[config.mk]
export PLATFORM = sky130hd
export DESIGN_NAME = ps2_frame_rx_flat
export DESIGN_NICKNAME = d
export VERILOG_FILES = /design/src/rtl/ps2_pkg.sv /design/src/rtl/ps2_frame_rx_if.sv /design/src/rtl/ps2_line_filter.sv /design/src/rtl/ps2_frame_rx.sv /design/src/flat_wrapper.sv
export SDC_FILE = /design/constraint.sdc
export NUM_CORES = 1
export LEC_CHECK = 0
export BUFFER_PORTS_ARGS = -buffer_cell sky130_fd_sc_hd__buf_2
export CORE_UTILIZATION = 54
export DETAILED_ROUTE_END_ITERATION = 7
export PLACE_DENSITY_LB_ADDON = 0.25
export SYNTH_ARGS = -nofsm -noshare
export SYNTH_HDL_FRONTEND = slang
export SYNTH_HIERARCHICAL = 1
export SYNTH_SLANG_ARGS = --single-unit
[constraint.sdc]
create_clock -name clk -period 2.05 [get_ports clk]
set_clock_uncertainty 0.1 [all_clocks]
set_input_delay 0.1025 -clock clk [delete_from_list [all_inputs] [get_ports clk]]
set_output_delay 0.1025 -clock clk [all_outputs]
set_load 0.02 [all_outputs]
[src/rtl/ps2_pkg.sv]
// Shared PS/2 receive types and constants: receiver state, default tuning, scan-code markers.
// Pure declarations with no timing or flow-control behaviour of its own.
package ps2_pkg;

    localparam int PS2_FILTER_LEN_DEF = 8;
    localparam int PS2_TIMEOUT_DEF    = 100000;

    localparam logic [7:0] PS2_BREAK = 8'hF0;
    localparam logic [7:0] PS2_EXT   = 8'hE0;

    typedef enum logic [1:0] {
        RX_IDLE   = 2'd0,
        RX_DATA   = 2'd1,
        RX_PARITY = 2'd2,
        RX_STOP   = 2'd3
    } rx_state_e;

    // Odd parity holds when data plus parity bit carry an odd number of ones.
    function automatic logic odd_parity_ok(input logic [7:0] data, input logic par);
        return ^data ^ par;
    endfunction

endpackage

[src/rtl/ps2_frame_rx_if.sv]
// Received-byte bus: data, one-cycle good/error strobes and busy flag.
// Strobe-only with no ready; the consumer must take every strobe.
interface ps2_frame_rx_if;
    logic [7:0] rx_data;
    logic       rx_valid;
    logic       parity_err;
    logic       frame_err;
    logic       timeout_err;
    logic       busy;

    modport master (output rx_data, rx_valid, parity_err, frame_err, timeout_err, busy);
    modport slave  (input  rx_data, rx_valid, parity_err, frame_err, timeout_err, busy);
endinterface

[src/rtl/ps2_line_filter.sv]
// Two-flop synchroniser plus glitch filter for one PS/2 pin; output idles high.
// Latency pin to output is 2+FILTER_LEN cycles; no backpressure.
module ps2_line_filter
    import ps2_pkg::*;
#(
    parameter int FILTER_LEN = PS2_FILTER_LEN_DEF
) (
    input  logic clk,
    input  logic rst_n,
    input  logic pin,
    output logic filt
);

    localparam logic [7:0] CNT_LAST = 8'(FILTER_LEN - 1);

    logic [1:0] sync_q, sync_d;
    logic       out_q, out_d;
    logic [7:0] cnt_q, cnt_d;

    always_comb begin
        sync_d = {sync_q[0], pin};
        out_d  = out_q;
        cnt_d  = '0;
        // Count only an unbroken run of samples disagreeing with the output.
        if (sync_q[1] != out_q) begin
            if (cnt_q == CNT_LAST) begin
                out_d = sync_q[1];
            end else begin
                cnt_d = cnt_q + 8'd1;
            end
        end
    end

    always_ff @(posedge clk or negedge rst_n) begin
        if (!rst_n) begin
            sync_q <= 2'b11;
            out_q  <= 1'b1;
            cnt_q  <= '0;
        end else begin
            sync_q <= sync_d;
            out_q  <= out_d;
            cnt_q  <= cnt_d;
        end
    end

    assign filt = out_q;

endmodule

[src/rtl/ps2_frame_rx.sv]
// PS/2 device-to-host deframer: filtered kclk falling edges clock start/8 data/parity/stop into a byte.
// Strobes one cycle after the stop-bit edge; no backpressure, one strobe per frame or timeout.
module ps2_frame_rx
    import ps2_pkg::*;
#(
    parameter int FILTER_LEN     = PS2_FILTER_LEN_DEF,
    parameter int TIMEOUT_CYCLES = PS2_TIMEOUT_DEF
) (
    input  logic              clk,
    input  logic              rst_n,
    input  logic              kclk,
    input  logic              kdata,
    ps2_frame_rx_if.master    rx
);

    localparam int                TO_W    = $clog2(TIMEOUT_CYCLES);
    localparam logic [TO_W-1:0]   TO_LAST = TO_W'(TIMEOUT_CYCLES - 1);

    logic kclk_f, kdata_f, fall;

    rx_state_e       state_q, state_d;
    logic [2:0]      bit_cnt_q, bit_cnt_d;
    logic [7:0]      shreg_q, shreg_d;
    logic            par_q, par_d;
    logic [7:0]      rx_data_q, rx_data_d;
    logic            valid_q, valid_d;
    logic            perr_q, perr_d;
    logic            ferr_q, ferr_d;
    logic            terr_q, terr_d;
    logic            kclk_prev_q, kclk_prev_d;
    logic [TO_W-1:0] to_cnt_q, to_cnt_d;

    ps2_line_filter #(.FILTER_LEN(FILTER_LEN)) u_clk_filt (
        .clk   (clk),
        .rst_n (rst_n),
        .pin   (kclk),
        .filt  (kclk_f)
    );

    ps2_line_filter #(.FILTER_LEN(FILTER_LEN)) u_dat_filt (
        .clk   (clk),
        .rst_n (rst_n),
        .pin   (kdata),
        .filt  (kdata_f)
    );

    assign fall = kclk_prev_q & ~kclk_f;

    always_comb begin
        state_d     = state_q;
        bit_cnt_d   = bit_cnt_q;
        shreg_d     = shreg_q;
        par_d       = par_q;
        rx_data_d   = rx_data_q;
        valid_d     = 1'b0;
        perr_d      = 1'b0;
        ferr_d      = 1'b0;
        terr_d      = 1'b0;
        kclk_prev_d = kclk_f;
        to_cnt_d    = to_cnt_q;

        // A falling edge in the expiry cycle takes precedence over the timeout.
        if (state_q == RX_IDLE || fall) begin
            to_cnt_d = '0;
        end else if (to_cnt_q == TO_LAST) begin
            to_cnt_d = '0;
            terr_d   = 1'b1;
            state_d  = RX_IDLE;
        end else begin
            to_cnt_d = to_cnt_q + 1'b1;
        end

        if (fall) begin
            unique case (state_q)
                RX_IDLE: begin
                    if (!kdata_f) begin
                        state_d   = RX_DATA;
                        bit_cnt_d = '0;
                    end else begin
                        ferr_d = 1'b1;
                    end
                end
                RX_DATA: begin
                    shreg_d   = {kdata_f, shreg_q[7:1]};
                    bit_cnt_d = bit_cnt_q + 3'd1;
                    if (bit_cnt_q == 3'd7) state_d = RX_PARITY;
                end
                RX_PARITY: begin
                    par_d   = kdata_f;
                    state_d = RX_STOP;
                end
                RX_STOP: begin
                    state_d = RX_IDLE;
                    if (!kdata_f) begin
                        ferr_d = 1'b1;
                    end else if (odd_parity_ok(shreg_q, par_q)) begin
                        rx_data_d = shreg_q;
                        valid_d   = 1'b1;
                    end else begin
                        perr_d = 1'b1;
                    end
                end
                default: state_d = RX_IDLE;
            endcase
        end
    end

    always_ff @(posedge clk or negedge rst_n) begin
        if (!rst_n) begin
            state_q     <= RX_IDLE;
            bit_cnt_q   <= '0;
            shreg_q     <= '0;
            par_q       <= 1'b0;
            rx_data_q   <= 8'h00;
            valid_q     <= 1'b0;
            perr_q      <= 1'b0;
            ferr_q      <= 1'b0;
            terr_q      <= 1'b0;
            kclk_prev_q <= 1'b1;
            to_cnt_q    <= '0;
        end else begin
            state_q     <= state_d;
            bit_cnt_q   <= bit_cnt_d;
            shreg_q     <= shreg_d;
            par_q       <= par_d;
            rx_data_q   <= rx_data_d;
            valid_q     <= valid_d;
            perr_q      <= perr_d;
            ferr_q      <= ferr_d;
            terr_q      <= terr_d;
            kclk_prev_q <= kclk_prev_d;
            to_cnt_q    <= to_cnt_d;
        end
    end

    assign rx.rx_data     = rx_data_q;
    assign rx.rx_valid    = valid_q;
    assign rx.parity_err  = perr_q;
    assign rx.frame_err   = ferr_q;
    assign rx.timeout_err = terr_q;
    assign rx.busy        = (state_q != RX_IDLE);

endmodule

[src/flat_wrapper.sv]
// flat-port wrapper written by rule: the top's interface ports become plain ports
module ps2_frame_rx_flat import ps2_pkg::*;
#(
    parameter int FILTER_LEN     = PS2_FILTER_LEN_DEF,
    parameter int TIMEOUT_CYCLES = PS2_TIMEOUT_DEF
)
  (clk, rst_n, kclk, kdata, rx_rx_data, rx_rx_valid, rx_parity_err, rx_frame_err, rx_timeout_err, rx_busy);
  ps2_frame_rx_if rx_i ();
  input  logic clk;
  input  logic rst_n;
  input  logic kclk;
  input  logic kdata;
  output wire logic [$bits(rx_i.rx_data)-1:0] rx_rx_data;
  output wire logic [$bits(rx_i.rx_valid)-1:0] rx_rx_valid;
  output wire logic [$bits(rx_i.parity_err)-1:0] rx_parity_err;
  output wire logic [$bits(rx_i.frame_err)-1:0] rx_frame_err;
  output wire logic [$bits(rx_i.timeout_err)-1:0] rx_timeout_err;
  output wire logic [$bits(rx_i.busy)-1:0] rx_busy;
  assign rx_rx_data = rx_i.rx_data;
  assign rx_rx_valid = rx_i.rx_valid;
  assign rx_parity_err = rx_i.parity_err;
  assign rx_frame_err = rx_i.frame_err;
  assign rx_timeout_err = rx_i.timeout_err;
  assign rx_busy = rx_i.busy;
  ps2_frame_rx #(.FILTER_LEN(FILTER_LEN), .TIMEOUT_CYCLES(TIMEOUT_CYCLES)) u_core (.clk(clk), .rst_n(rst_n), .kclk(kclk), .kdata(kdata), .rx(rx_i));
endmodule
==> After elaboration in Yosys (flattened, before gate mapping) <==
Index checks and enable logic that the tools add are counted.
Widths: inputs -> output; s select.
{ "word_totals": {"register_bits": 66, "inputBits": 4, "output_inout_bits": 13, "wordCells": 73} }
{ "op_classes": {"addsub": 4, "eq_ne": 10, "n_mux": 28, "n_bitwise": 3, "reduce_logical": 11} }
{ "op_table": {"columns": ["op", "n"], "rows": [
  ["$mux 17", 2],
  ["$mux 8", 4],
  ["$add 17x1->17 const B", 1],
  ["$eq 17x17->1 const B", 1],
  ["$add 8x1->8 const B", 2],
  ["$eq 8x3->1 const B", 2],
  ["$mux 1", 13],
  ["$mux 2", 5],
  ["$pmux 2 s4", 1],
  ["$reduce_and 2->1", 4],
  ["$reduce_xor 8->1", 1],
  ["$pmux 3 s2", 1],
  ["$eq 2x2->1 const B", 2],
  ["$reduce_and 4->1", 1],
  ["$reduce_bool 2->1", 2],
  ["$add 3x1->3 const B", 1],
  ["$eq 3x3->1 const B", 1],
  ["$mux 3", 1],
  ["$reduce_and 3->1", 1],
  ["$eq 2x1->1 const B", 1],
  ["$logic_not 2->1", 1],
  ["$ne 1x1->1", 2],
  ["$ne 2x2->1 const B", 1],
  ["$pmux 1 s2", 1],
  ["4 further kinds", 4]
]} }

==> Longest topological paths before layout <==
Gate-level depths: netlist (run 1).
{ "depth": {"depth_word": 7, "mapped_depth": 7} }

==> Modules after synthesis <==
Netlist (run 1), hierarchy kept.
{ "modules_own_cells": {"columns": ["module", "instances", "cells_per_inst", "area_per_inst_um2", "seq_area_each_um2"], "rows": [
  ["ps2_frame_rx", 1, 170, 2044.5, 1102.3],
  ["ps2_line_filter", 2, 43, 511.7, 279.0]
]} }

==> Least setup slack after synthesis (run 1) <==
Ideal clock, no wire load.
{ "synth_path": {"kind": "reg2reg", "start": "register u_core.shreg_q[2]", "end": "register u_core.rx_data_q[0] (netlist: u_core/rx.rx_data[0])", "setup_ns": 0.125, "arrival_time_ns": 1.713, "required_ns": 1.825, "setup_slack_ns": 0.112, "path_stages_with_launch": 6, "n_path_buf": 1, "path_cell_list": "dfrtp_1 xor2_1 xnor3_1 mux2_4 buf_6 mux2_4"} }
{ "synth_via": {"elab_chain_cells": 3} }
{ "synth_rtl": {"columns": ["item", "line", "source"], "rows": [
  ["start: declaration", "ps2_frame_rx.sv:23", "logic [7:0] shreg_q, shreg_d;"],
  ["start signal: assignment", "ps2_frame_rx.sv:124", "shreg_q <= shreg_d;"],
  ["$reduce_xor 8->1", "ps2_pkg.sv:20", "return ^data ^ par;"],
  ["$xor 1x1->1", "ps2_pkg.sv:20", null],
  ["$reduce_and 4->1 (no source line)", null, null],
  ["end signal: assignment", "ps2_frame_rx.sv:126", "rx_data_q <= rx_data_d;"],
  ["end: declaration", "ps2_frame_rx.sv:25", "logic [7:0] rx_data_q, rx_data_d;"]
]} }
Every way passes these cells.
A chain may end at the register's enable or synchronous reset.

==> Worst setup path in the final report (run 1) <==
Same ends and word-level chain as after synthesis.

==> results.txt, run 1 <==
status = complete, no violations
Vias per Instance = 5.394
Worst R2R Setup Slack = 90 ps
actual slew at the worst max-slew pin = 523.4 ps
synthesized flop and latch total = 66
Worst-path clk slew = 70 ps
Mean Syn Cell Area = 11.98 sq um
Synth top area share = 48.12%
final setup violation count = 0
Mapped Area = 0.003068 sq mm
Tot GR Track Use = 18.94%
CTS tree = done
tightest slew margin relative to the limit = 64.99%
vias in the first global route = 1979
total gr overflow = 0
dpl hpwl = 3270 um
met3 WL = 161 um
Yosys top cell by area = dfrtp_1
TritonCTS Buffers = 9
met1 WL = 2312 um
leading cell types in the layout, fill and taps excluded = dfrtp_1, nor2_1, buf_2, xor2_1, nand3_1
Final Hold Vio Count = 0
data required time at the worst endpoint = 2170 ps
Post-Synth Simple-Gate Area = 17.41%
Max-cap violations = 0
most common cell after layout, fill and taps aside = dfrtp_1
Lkg Pwr = 1.623 nW
Reg2Reg Depth = 4
RSZ-0062 raised after global routing = no
pwr dens = 985.7 mW/mm^2
worst reg2reg endpoint = u_core/rx.rx_data[0]
via count = 1958
dominant cells by area after synthesis = dfrtp_1, dfstp_2, mux2_4, xor2_1, mux2_2
DR WL/cell = 13.39 um
EDFF count, synth = 0
largest net degree at the start of global routing = 67
main combinational cell family by area after synthesis = simple AND/OR/NAND/NOR gates
share of cells above drive strength 1 = 23.71%
WP data arrival = 2070 ps
post-route antenna net violation count = 0
RD Place Congestion = 0.7893
Hold WC Path Type = primary input to async pin
mux cell area share after synthesis = 9.135%
htree depth = 3
drt drc = 0
first-pass GRT wire length = 8638 um
CP max FO = 9
DR top layer = met4
Core Region = 0.005507 sq mm
Rows = 27
post-synthesis adder-cell area fraction = 2.855%
YS warnings = 6
Compound-Gate Fraction of Synth Area = 6.444%
Iter 0 DRT Violations = 85
sequential area share after synthesis = 54.12%
WS Path Type = register to register
Initial Util = 55.71%
die area = 0.005987 sq mm
Async S/R FF share, synth = 100.0%
area growth from synthesis to layout = 14.85%
Root Driver = clkbuf_8
WL met2 = 2280 um
Pre-Repair DR Iteration Count = 5
worst skew pair latency = 340 ps
n_diodes = 0
slowest stage delay, CP = 450 ps
endpoint type of the worst setup path = register
clock tree buffer depth = 2
CP Cell Sequence = xor2_1, xnor3_1, mux2_4, mux2_4
IO Pins = 17
FILL cells = 433
post-synth cell types = 38
Die Y = 77.38 um
setup TNS = 0 ps
Main synth FF type = dfrtp_1
post-CTS sizing = 0
r2r startpoint = u_core/shreg_q[2]
Synthesized Nets = 267
# nets final = 297
CP most frequent cell = mux2_4
worst vdd ir = 0.5697 mV
final hold slack = 204.9 ps
Period minus WS final = 1956 ps
initial antenna violation count = 0
Final Slew Violations = 0
IO Port Bufs = 16
FMAX = 0.5111 GHz
final worst-path cycle share = 95.43%
Synth Area in XOR/XNOR = 8.034%
Routed WL = 4861 um
Worst path slowest cell = xnor3_1
CTS Sinks = 66
chip width = 77.38 um
synthesized instance count = 256
CP startpoint kind = register
[metal layers]
metal	global-route usage, %	up-vias
met4	11.51	0
met3	4.471	10
met2	30.53	36
met5	0	-
met1	23.08	943
li1	-	969
[report_power, final]
part | internal [mW] | switching (mW) | total, mW
logic | 0.318 | 0.366 | 0.684
registers | 1.45 | 0.169 | 1.62
clock network | 0.721 | 0.447 | 1.17
[cell families after synthesis]
group,after synthesis
simple gates,93
flops,66
fa+ha+maj,7
mux,22
buf+inv,14
xor+xnor,25
compound gates,29
[state kept, by name (all words and copies together) (netlist names)]
signal                    flops
u_core/rx.frame_err           1
u_core/u_clk_filt/sync_q      2
u_core/u_dat_filt/sync_q      2
u_core/u_clk_filt/cnt_q       8
u_core/rx.rx_data             8
u_core/par_q                  1
u_core/bit_cnt_q              3
u_core/u_dat_filt/cnt_q       8
u_core/shreg_q                8
u_core/kclk_prev_q            1
u_core/rx.rx_valid            1
u_core/u_clk_filt/filt        1
u_core/rx.parity_err          1
u_core/to_cnt_q              17
u_core/rx.timeout_err         1
u_core/u_dat_filt/filt        1
u_core/state_q                2
[cell usage after synthesis (all sizes together) (3+ instances only)]
cell     n
a21oi   12
and4     5
clkbuf   5
dfrtp   59
dfstp    7
ha       7
inv      7
mux2    21
nand2    9
nand3   14
nand4    6
nor2    26
nor3     5
nor3b    3
o21ai   13
or3      9
xnor2    9
xor2    14
[critical path: cells and delay by family (launching register included)]
family / cells / cell delay [ps]
xor gates and xnor gates: 2 / 610
muxes: 2 / 720
DFF: 1 / 410
[stage by stage]
step / power [mW] / area, sq um / setup WS (ps) / util (%) / instances
final: 3.473 / 3523 / 93.60 / 63.99 / 363
after global routing: 3.675 / 3523 / 16.79 / 63.99 / 363
after CTS: 3.514 / 3516 / 56.81 / 63.85 / 362
after detailed placement: 2.316 / 3273 / 70.56 / 59.44 / 343
after global placement: 2.293 / 3273 / 115.2 / 59.44 / 343
after floorplan: 2.077 / 3068 / 111.7 / - / 256
[how the worst max path moves through the flow]
stage               slack, ps              endpoint               start  depth (start not counted)
finish                     90  u_core/rx.rx_data[0]   u_core/shreg_q[2]                          4
global route               20   u_core/to_cnt_q[16]  u_core/to_cnt_q[0]                          5
CTS                        60  u_core/rx.rx_data[0]   u_core/shreg_q[6]                          4
detailed placement         70  u_core/rx.rx_data[0]   u_core/shreg_q[6]                          4
global placement          120  u_core/rx.rx_data[5]   u_core/shreg_q[2]                          4
floorplan                 110  u_core/rx.rx_data[0]   u_core/shreg_q[2]                          5
[area by class of cell]
type,instances,area [sq um],area share (%)
sequential,66,1660,47.12
multi-input combinational,176,1346,38.21
timing repair buffer,26,187.7,5.327
clock buffer,14,152.6,4.332
tap,72,90.09,2.557
clock inverter,2,60.06,1.705
inverter,7,26.28,0.7457
[what timing repair did]
action                                 CTS  global route
setup buffers                            0             1
endpoints found under the hold margin   68             0
setup endpoints to repair                0             8
hold buffers                             3             0
(Power assumes the default switching activity.)
==> run 2: changes to the inputs <==
--- a/config.mk
+++ b/config.mk
@@ -6,6 +6,7 @@
 export NUM_CORES = 1
 export LEC_CHECK = 0
 export BUFFER_PORTS_ARGS = -buffer_cell sky130_fd_sc_hd__buf_2
+export CORE_MARGIN = 2
 export CORE_UTILIZATION = 54
 export DETAILED_ROUTE_END_ITERATION = 7
 export PLACE_DENSITY_LB_ADDON = 0.25
==> constraint.sdc (replaced) <==
create_clock -name clk -period 2.05 [get_ports clk]
set_clock_uncertainty 0.1 [all_clocks]
set_input_delay 0.205 -clock clk [delete_from_list [all_inputs] [get_ports clk]]
set_output_delay 0.205 -clock clk [all_outputs]
set_load 0.02 [all_outputs]
==> run 2 against run 1 <==
Compared with the run above: design area decreased by 0.21%; total power decreased by 1.8%; global-route usage decreased by 1.3 points; hold slack improved by 49 ps.
==> results.txt, run 2 (synthesis gave the netlist of run 1 again) <==
status = complete, no violations
IO Port Bufs = 16 (unchanged)
dpl hpwl = 3187 um (-2.6%)
vias in the first global route = 1823 (-7.9%)
Final Hold Vio Count = 0 (unchanged)
first-pass GRT wire length = 8418 um (-2.5%)
WP data arrival = 2090 ps (+20 ps)
Reg2Reg Depth = 4 (unchanged)
worst vdd ir = 0.6177 mV (+8.4%)
Max-cap violations = 0 (unchanged)
worst reg2reg endpoint = u_core/rx.rx_data[7]
Final Slew Violations = 0 (unchanged)
Worst path slowest cell = xnor3_1
clock tree buffer depth = 2 (unchanged)
RSZ-0062 raised after global routing = no
DR top layer = met4
share of cells above drive strength 1 = 24.74% (+1.0 points)
area growth from synthesis to layout = 14.60%
Worst-path clk slew = 70 ps (about the same)
CP most frequent cell = mux2_4
FILL cells = 424 (-2.1%)
final worst-path cycle share = 95.99% (+0.56 points)
largest net degree at the start of global routing = 67 (unchanged)
Pre-Repair DR Iteration Count = 4 (-1)
Largest register FFs = 17 (unchanged)
TritonCTS Buffers = 9 (unchanged)
worst skew pair latency = 330 ps (about the same)
initial antenna violation count = 0 (unchanged)
most flop-heavy register = u_core/to_cnt_q
CP max FO = 9 (unchanged)
r2r startpoint = u_core/shreg_q[2]
FMAX = 0.5082 GHz (-0.58%)
tightest slew margin relative to the limit = 65.00% (about the same)
post-CTS sizing = 0 (unchanged)
post-route antenna net violation count = 0 (unchanged)
final hold slack = 254.3 ps (+49.44 ps)
Non-Filler Instances = 363 (unchanged)
via count = 1927 (-1.6%)
CTS Sinks = 66 (unchanged)
final setup violation count = 0 (unchanged)
WL met2 = 2195 um (-3.7%)
Worst R2R Setup Slack = 80 ps (about the same)
RD Place Congestion = 0.7659 (-3.0%)
met3 WL = 159 um (-1.2%)
DR WL/cell = 13.36 um (-0.21%)
Pwr Total = 3.411 mW (-1.8%)
setup TNS = 0 ps (unchanged)
endpoint type of the worst setup path = register
Hold WC Path Type = register to register
WHS Path Cells = 0
leading cell types in the layout, fill and taps excluded = dfrtp_1, nor2_1, buf_2, xor2_1, nand3_1
CP Cell Sequence = xor2_1, xnor3_1, mux2_4, mux2_4
htree depth = 3 (unchanged)
Placed Cells = 344 (+0.29%)
Root Driver = clkbuf_8
actual slew at the worst max-slew pin = 523.2 ps (-0.1924 ps)
CTS tree = done
Tot GR Track Use = 17.61% (-1.3 points)
WS Path Type = register to register
most common cell after layout, fill and taps aside = dfrtp_1
Hold Path End = u_core/u_dat_filt/sync_q[1]
CP startpoint kind = register
Vias per Instance = 5.309 (-1.6%)
met1 WL = 2433 um (+5.2%)
n_diodes = 0 (unchanged)
pwr dens = 970.3 mW/mm^2 (-1.6%)
# nets final = 297 (unchanged)
chip width = 79.38 um (+2.6%)
Iter 0 DRT Violations = 97 (+14%)
hold path start = u_core/u_dat_filt/sync_q[0]
slowest stage delay, CP = 460 ps (about the same)
die area = 0.006300 sq mm (+5.2%)
Die Y = 79.38 um (+2.6%)
Core Region = 0.005507 sq mm (unchanged)
Period minus WS final = 1968 ps (+11.45 ps)
total gr overflow = 0 (unchanged)
Initial Util = 55.71% (unchanged)
data required time at the worst endpoint = 2170 ps (about the same)
Rows = 27 (unchanged)
Lkg Pwr = 1.618 nW (-0.30%)
Routed WL = 4851 um (-0.21%)
IO Pins = 17 (unchanged)
drt drc = 0 (unchanged)
-- run 2: worst max path at each step --
stage,slack (ps),to,depth (start not counted),from
finish,80,u_core/rx.rx_data[7],4,u_core/shreg_q[2]
global route,0.1,u_core/rx.rx_data[7],4,u_core/shreg_q[2]
CTS,80,u_core/rx.rx_data[6],4,u_core/shreg_q[2]
detailed placement,90,u_core/rx.rx_data[6],4,u_core/shreg_q[2]
global placement,110,u_core/rx.rx_data[5],4,u_core/shreg_q[2]
floorplan,110,u_core/rx.rx_data[0],5,u_core/shreg_q[2]
-- run 2: what timing repair did --
| action | in CTS | in global routing |
|---|---|---|
| hold buffers | 3 | 0 |
| hold endpoints to repair | 61 | 0 |
| buffers inserted | 0 | 0 |
-- run 2: through the flow --
stage	worst slack [ps]	utilization, %	cell area (sq um)
after global placement	112.3	59.58	3281
after CTS	75.94	63.85	3516
after detailed placement	90.27	59.58	3281
after floorplan	111.7	-	3068
after global routing	0.1219	63.85	3516
final	82.15	63.85	3516
-- run 2: report_power, final --
part / total, mW / internal [mW] / switching, mW
registers: 1.61 / 1.45 / 0.158
logic: 0.688 / 0.313 / 0.376
clock network: 1.11 / 0.627 / 0.487
total: 3.41 / 2.39 / 1.02
-- run 2: final cells by class --
cell class              count  area, sq um  area share, %
well taps                  72        90.09          2.562
repair buffers             26        187.7          5.338
multi-input cells         176         1346          38.29
clock inverters             4        50.05          1.423
clock buffers              12        155.1          4.413
flip-flops and latches     66         1660          47.22
inverters                   7        26.28         0.7473
-- run 2: critical path: cells and delay by family (launching register included) --
| kind | cells | cell delay (ps) |
|---|---|---|
| flip-flops | 1 | 410 |
| XOR/XNOR | 2 | 630 |
| multiplexers | 2 | 720 |
-- run 2: layer usage --
metal / vias to the layer above / GRT usage [%]
li1: 967 / -
met2: 26 / 25.76
met5: - / 0
met4: 0 / 10.34
met1: 930 / 24.04
met3: 4 / 4.072
